$ cat src/rtl/uart_pkg.sv
// Shared constants for the configurable UART transmitter: parity modes,
// FSM state encoding and a frame-length helper.
package uart_pkg;

  localparam int PAR_NONE = 0;
  localparam int PAR_ODD  = 1;
  localparam int PAR_EVEN = 2;

  localparam logic [2:0] ST_IDLE   = 3'd0;
  localparam logic [2:0] ST_START  = 3'd1;
  localparam logic [2:0] ST_DATA   = 3'd2;
  localparam logic [2:0] ST_PARITY = 3'd3;
  localparam logic [2:0] ST_STOP   = 3'd4;

  // Total clock cycles occupied by one frame, start bit through last stop bit.
  function automatic int frame_cycles(input int cpb, input int data_bits,
                                      input int parity, input int stop_bits);
    return (1 + data_bits + ((parity != PAR_NONE) ? 1 : 0) + stop_bits) * cpb;
  endfunction

endpackage

$ cat src/rtl/uart_sync_fifo.sv
// Synchronous FIFO with registered full flag and occupancy count.
// Storage is not reset; only pointers and flags are.
module uart_sync_fifo #(
  parameter int WIDTH = 8,
  parameter int DEPTH = 4,
  localparam int AW = $clog2(DEPTH)
) (
  input  logic             clk,
  input  logic             rst_n,
  input  logic             push,
  input  logic [WIDTH-1:0] wdata,
  input  logic             pop,
  output logic [WIDTH-1:0] rdata,
  output logic             full,
  output logic             empty,
  output logic [AW:0]      count
);

  localparam logic [AW:0] FULL_CNT = (AW+1)'(DEPTH);

  logic [WIDTH-1:0] mem [DEPTH];
  logic [AW-1:0]    wr_ptr;
  logic [AW-1:0]    rd_ptr;
  logic [AW:0]      count_q;
  logic [AW:0]      count_n;
  logic             full_q;
  logic             do_push;
  logic             do_pop;

  // Full comes from the previous edge, so a write to a full FIFO is dropped
  // even when a pop frees a slot in the same cycle.
  assign do_push = push && !full_q;
  assign do_pop  = pop && (count_q != '0);

  always_comb begin
    count_n = count_q;
    case ({do_push, do_pop})
      2'b10:   count_n = count_q + (AW+1)'(1);
      2'b01:   count_n = count_q - (AW+1)'(1);
      default: count_n = count_q;
    endcase
  end

  always_ff @(posedge clk) begin
    if (!rst_n) begin
      wr_ptr  <= '0;
      rd_ptr  <= '0;
      count_q <= '0;
      full_q  <= 1'b0;
    end else begin
      if (do_push) wr_ptr <= wr_ptr + AW'(1);
      if (do_pop)  rd_ptr <= rd_ptr + AW'(1);
      count_q <= count_n;
      full_q  <= (count_n == FULL_CNT);
    end
  end

  always_ff @(posedge clk) begin
    if (do_push) mem[wr_ptr] <= wdata;
  end

  assign rdata = mem[rd_ptr];
  assign full  = full_q;
  assign empty = (count_q == '0);
  assign count = count_q;

endmodule

$ cat src/rtl/uart_tx_cfg.sv
// UART transmitter with build-time character width, parity and stop bits,
// fed by a small FIFO so queued characters leave as back-to-back frames.
module uart_tx_cfg
  import uart_pkg::*;
#(
  parameter int CLKS_PER_BIT = 208,
  parameter int DATA_BITS    = 8,
  parameter int PARITY       = 0,
  parameter int STOP_BITS    = 1,
  parameter int FIFO_DEPTH   = 4
) (
  input  logic                          i_Clock,
  input  logic                          i_Reset_n,
  input  logic                          i_TX_DV,
  input  logic [DATA_BITS-1:0]          i_TX_Byte,
  output logic                          o_TX_Ready,
  output logic                          o_TX_Serial,
  output logic                          o_TX_Active,
  output logic                          o_TX_Done,
  output logic                          o_Overflow,
  output logic [$clog2(FIFO_DEPTH):0]   o_FIFO_Count
);

  if (CLKS_PER_BIT < 2) begin : g_bad_cpb
    $error("uart_tx_cfg: CLKS_PER_BIT must be at least 2");
  end
  if (DATA_BITS < 5 || DATA_BITS > 9) begin : g_bad_data
    $error("uart_tx_cfg: DATA_BITS must be in 5..9");
  end
  if (PARITY != PAR_NONE && PARITY != PAR_ODD && PARITY != PAR_EVEN) begin : g_bad_par
    $error("uart_tx_cfg: PARITY must be 0, 1 or 2");
  end
  if (STOP_BITS != 1 && STOP_BITS != 2) begin : g_bad_stop
    $error("uart_tx_cfg: STOP_BITS must be 1 or 2");
  end
  if (FIFO_DEPTH < 2 || (FIFO_DEPTH & (FIFO_DEPTH - 1)) != 0) begin : g_bad_depth
    $error("uart_tx_cfg: FIFO_DEPTH must be a power of 2 and at least 2");
  end

  localparam int AW = $clog2(FIFO_DEPTH);
  localparam int BW = $clog2(CLKS_PER_BIT);
  localparam int CW = $clog2(DATA_BITS);

  localparam logic [BW-1:0] BAUD_LAST = BW'(CLKS_PER_BIT - 1);
  localparam logic [CW-1:0] BIT_LAST  = CW'(DATA_BITS - 1);
  localparam logic          STOP_LAST = 1'(STOP_BITS - 1);

  function automatic logic calc_parity(input logic [DATA_BITS-1:0] d);
    return (PARITY == PAR_ODD) ? ~(^d) : ^d;
  endfunction

  logic [2:0]           state, state_n;
  logic [BW-1:0]        baud_cnt, baud_n;
  logic [CW-1:0]        bit_cnt, bit_n;
  logic                 stop_cnt, stop_n;
  logic [DATA_BITS-1:0] shreg, shreg_n;
  logic                 par_bit, par_n;
  logic                 serial_q, serial_n;
  logic                 active_q, active_n;
  logic                 overflow_q;
  logic                 bit_end;
  logic                 load;
  logic                 pop;

  logic [DATA_BITS-1:0] head;
  logic                 full;
  logic                 empty;
  logic [AW:0]          count;

  uart_sync_fifo #(
    .WIDTH (DATA_BITS),
    .DEPTH (FIFO_DEPTH)
  ) u_fifo (
    .clk   (i_Clock),
    .rst_n (i_Reset_n),
    .push  (i_TX_DV),
    .wdata (i_TX_Byte),
    .pop   (pop),
    .rdata (head),
    .full  (full),
    .empty (empty),
    .count (count)
  );

  assign bit_end = (baud_cnt == BAUD_LAST);

  // The next line level is decided here and registered, so the serial
  // output changes on the same edge the state does and never glitches.
  always_comb begin
    state_n  = state;
    baud_n   = bit_end ? '0 : baud_cnt + BW'(1);
    bit_n    = bit_cnt;
    stop_n   = stop_cnt;
    shreg_n  = shreg;
    par_n    = par_bit;
    serial_n = serial_q;
    active_n = active_q;
    load     = 1'b0;
    pop      = 1'b0;

    case (state)
      ST_IDLE: begin
        baud_n   = '0;
        serial_n = 1'b1;
        active_n = 1'b0;
        if (!empty) load = 1'b1;
      end
      ST_START: begin
        if (bit_end) begin
          state_n  = ST_DATA;
          serial_n = shreg[0];
        end
      end
      ST_DATA: begin
        if (bit_end) begin
          if (bit_cnt == BIT_LAST) begin
            if (PARITY != PAR_NONE) begin
              state_n  = ST_PARITY;
              serial_n = par_bit;
            end else begin
              state_n  = ST_STOP;
              serial_n = 1'b1;
              stop_n   = 1'b0;
            end
          end else begin
            bit_n    = bit_cnt + CW'(1);
            shreg_n  = shreg >> 1;
            serial_n = shreg[1];
          end
        end
      end
      ST_PARITY: begin
        if (bit_end) begin
          state_n  = ST_STOP;
          serial_n = 1'b1;
          stop_n   = 1'b0;
        end
      end
      ST_STOP: begin
        if (bit_end) begin
          if (stop_cnt == STOP_LAST) begin
            if (!empty) begin
              load = 1'b1;
            end else begin
              state_n  = ST_IDLE;
              active_n = 1'b0;
            end
          end else begin
            stop_n = stop_cnt + 1'b1;
          end
        end
      end
      default: begin
        state_n  = ST_IDLE;
        serial_n = 1'b1;
        active_n = 1'b0;
      end
    endcase

    // Frame start is shared by IDLE and the final stop cycle.
    if (load) begin
      pop      = 1'b1;
      shreg_n  = head;
      par_n    = calc_parity(head);
      bit_n    = '0;
      baud_n   = '0;
      stop_n   = 1'b0;
      state_n  = ST_START;
      serial_n = 1'b0;
      active_n = 1'b1;
    end
  end

  always_ff @(posedge i_Clock) begin
    if (!i_Reset_n) begin
      state      <= ST_IDLE;
      baud_cnt   <= '0;
      bit_cnt    <= '0;
      stop_cnt   <= 1'b0;
      serial_q   <= 1'b1;
      active_q   <= 1'b0;
      overflow_q <= 1'b0;
    end else begin
      state      <= state_n;
      baud_cnt   <= baud_n;
      bit_cnt    <= bit_n;
      stop_cnt   <= stop_n;
      serial_q   <= serial_n;
      active_q   <= active_n;
      overflow_q <= i_TX_DV && full;
    end
  end

  always_ff @(posedge i_Clock) begin
    shreg   <= shreg_n;
    par_bit <= par_n;
  end

  assign o_TX_Serial  = serial_q;
  assign o_TX_Active  = active_q;
  assign o_TX_Done    = (state == ST_STOP) && bit_end && (stop_cnt == STOP_LAST);
  assign o_Overflow   = overflow_q;
  assign o_TX_Ready   = !full;
  assign o_FIFO_Count = count;

endmodule

$ cat config.mk
export PLATFORM = sky130hd
export DESIGN_NAME = uart_tx_cfg
export DESIGN_NICKNAME = d
export VERILOG_FILES = /design/src/rtl/uart_pkg.sv /design/src/rtl/uart_sync_fifo.sv /design/src/rtl/uart_tx_cfg.sv
export SDC_FILE = /design/constraint.sdc
export NUM_CORES = 1
export LEC_CHECK = 0
export BUFFER_PORTS_ARGS = -buffer_cell sky130_fd_sc_hd__buf_2
export CAP_MARGIN = 40
export CORE_ASPECT_RATIO = 0.75
export CORE_MARGIN = 5
export CORE_UTILIZATION = 63
export CTS_CLUSTER_SIZE = 20
export DETAILED_ROUTE_END_ITERATION = 8
export GPL_TIMING_DRIVEN = 0
export HOLD_SLACK_MARGIN = 0.02
export PLACE_DENSITY = 0.86
export SYNTH_ARGS = -nofsm -noshare
export SYNTH_HDL_FRONTEND = slang
export SYNTH_SLANG_ARGS = --single-unit
$ cat constraint.sdc
create_clock -name i_Clock -period 7.5 [get_ports i_Clock]
set_input_delay 1.5 -clock i_Clock [delete_from_list [all_inputs] [get_ports i_Clock]]
set_output_delay 1.5 -clock i_Clock [all_outputs]
set_load 0.01 [all_outputs]
==> metrics.txt <==
IO Port Bufs=17; Max VDD drop=0.308 mV; number of max-cap violations=0; DRC=0; largest net degree at the start of global routing=14; Total Routing Usage GR=20.0%; CTS tree=built; vias=1606; Power Density=376 nW/um^2; EDFF count, synth=40; cells after synthesis=200; CTS root buffer=clkbuf_8; Antenna diodes=0; Internal=864 uW; kind of critical path=flip-flop to output pin; post-route cell area=3200 um^2; Primary FF master, synth=edfxtp_1; # IOs=19; kind of end point of the critical path=output pin; Worst slew margin=55.1%; Fin Hold WS=471 ps; RSZ-0062 raised after global routing=false; core region area=4390 um^2; CTS Buffer Depth=2; yosys synthesis warning count=0; wire per inst=16.8 um; die width=86.9 um; FF+latch count, synth=67; Reg power frac=42.7%; placer congestion estimate=0.796; CP Data Arrival Time=1880 ps; die area=5890 um^2; fraction of registers with async set/reset=0%; CTS Buf Count=9; Max H-tree Level=3; Post-CTS Hold Buffers=0; Clock power frac=30.3%; vias per cell=5.54; Slew @ Worst Pin=673 ps; Switch Pwr=339 uW; initial antenna violation count=0; switch share=28.2%; Mapped Nets=220; Logic pwr share=27.1%; DPL Wire Length=3.19 mm; hold crit path type=flip-flop to flip-flop; Rows=21; endpoints failing setup=0; FMAX=296 MHz; Finished Core Util=72.9%; worst-path maximum fanout=7; Post-CTS Setup Inserts=0; Final WS setup=4120 ps; final net count=248; vias in the first global route=1687; Worst Skew=13.8 ps; Pleak=0.00121 uW; clock sinks=67; Worst-path clk slew=80 ps; worst skew pair latency=350 ps; DRT Pass-1 Iters=4; Netlist cell types=40; Placement Cell Area=2950 um^2; post-synthesis sequential area ratio=62.3%; DRT antenna net count=0; P&R area growth vs syn=14.5%; Fin. Hold Viols=0; outcome=completed; layout cells sized above 1=24.9%; Setup TNS Final=0 ps; post-synthesis cell area=2800 um^2; crit share post-route=45.1%; Required @ worst endpoint=6000 ps; syn avg cell area=14.0 um^2; Die H=67.7 um; fin. max-slew vios=0; Critical Path Start Type=flip-flop; pre-CTS setup slack=4240 ps; PostCTS Resize Cnt=0; Initial Utilization=63.7%; First DRT Iteration DRCs=117; total wire length=4.88 mm; grt ovf=0; first-pass GRT wire length=8.37 mm; Period minus WS final=3380 ps
==> cell families (layout without fill, tap and decap cells) <==
kind of cell,after synthesis,count (layout),share of synthesized area (%)
adder cells (fa/ha/maj),9,9,4.30
XOR/XNOR,11,11,3.45
AND/OR/NAND/NOR,60,60,11.6
multiplexers,20,20,11.9
AO/OA/AOI/OAI,16,16,3.49
buffers and inverters,17,50,3.00
flip-flops,67,67,62.3
==> sequential cells by signal, indices dropped and copies added, names as in the netlist, named ones only <==
| name | flops |
|---|---|
| baud_cnt | 8 |
| u_fifo.rd_ptr | 2 |
| u_fifo.mem | 32 |
| state | 3 |
| u_fifo.full | 1 |
| u_fifo.count | 3 |
| o_Overflow | 1 |
| bit_cnt | 3 |
| o_TX_Serial | 1 |
| shreg | 8 |
| u_fifo.wr_ptr | 2 |
| o_TX_Active | 1 |
==> per-stage QoR <==
stage	cells	total power, uW
finish	290	1200
global route	290	1270
CTS	290	1210
floorplan	200	761
detailed placement	274	838
global placement	274	820
==> synth_stat cells, types with 2 or more instances <==
cell type   n  share of area [%]
inv_1      10                1.3
nor2_1     19                2.6
ha_1        8                3.6
nand3_1     4               0.72
nand4_1     3               0.67
nand2_1     9                1.2
edfxtp_1   40                 43
mux4_2      8                6.4
and2_1      5                1.1
nand4b_1    2               0.63
dfxtp_1    27                 19
o21ai_0     7                1.3
nand2b_1    2               0.45
clkbuf_1    3               0.40
xnor2_1     5                1.6
or3b_2      2               0.63
mux2_4      6                3.2
nor2b_1     2               0.45
xor2_1      6                1.9
and3_1      4               0.89
a21oi_1     5               0.89
mux2i_1     5                1.8
==> path summary, 6_finish.rpt <==
| kind | start | endpoint | slack (ps) | cells past startpoint |
|---|---|---|---|---|
| worst max-delay path | baud_cnt[0]$_SDFF_PP0_ | o_TX_Done | 4120 | 6 |
| worst max register to register | baud_cnt[0]$_SDFF_PP0_ | u_fifo.full$_SDFF_PN0_ | 4750 | 14 |
| worst min register to register | baud_cnt[0]$_SDFF_PP0_ | baud_cnt[0]$_SDFF_PP0_ | 470 | 1 |
| worst min-delay path | baud_cnt[0]$_SDFF_PP0_ | baud_cnt[0]$_SDFF_PP0_ | 470 | 1 |
==> layout by cell type, fill, tap and decap left out, types with 6 or more instances in the layout <==
cell	synthesis	routed
ha_1	8	8
nor2_1	19	19
inv_1	10	10
mux2_4	6	6
dfxtp_1	27	27
xor2_1	6	6
o21ai_0	7	7
buf_2	1	18
mux4_2	8	8
edfxtp_1	40	40
clkbuf_8	0	9
nand2_1	9	9
==> power by group through the flow <==
stage	Combinational (uW)	Clock (uW)	Sequential [uW]
2_1_floorplan	249	0	513
3_3_place_gp	304	0	516
3_5_place_dp	320	0	518
4_1_cts	329	370	513
5_1_grt	359	392	519
6_report	325	364	513
==> critical path, stage by stage (launching register included) <==
cell and delay (ps):
dfxtp_1 370, ha_1 200, and3_1 160, buf_2 190
nand2_1 190, nor4_1 240, buf_2 190
==> layout make-up <==
class | count | area, um^2
Sequential cell | 67 | 1740
Multi-Input combinational cell | 116 | 971
Clock inverter | 7 | 124
Inverter | 11 | 43.8
Clock buffer | 9 | 124
Timing Repair Buffer | 17 | 85.1
Fill cell | 270 | 1190
Buffer | 6 | 40.0
Tap cell | 57 | 71.3
==> per-layer routing <==
| layer | vias to the layer above | GRT usage (%) | wire length [um] |
|---|---|---|---|
| li1 | 778 | - | - |
| met4 | 0 | 6.42 | 97 |
| met1 | 779 | 24.9 | 2070 |
| met2 | 41 | 31.6 | 2430 |
| met5 | - | 0 | 0 |
| met3 | 8 | 8.90 | 288 |
(Power assumes the default switching activity.)
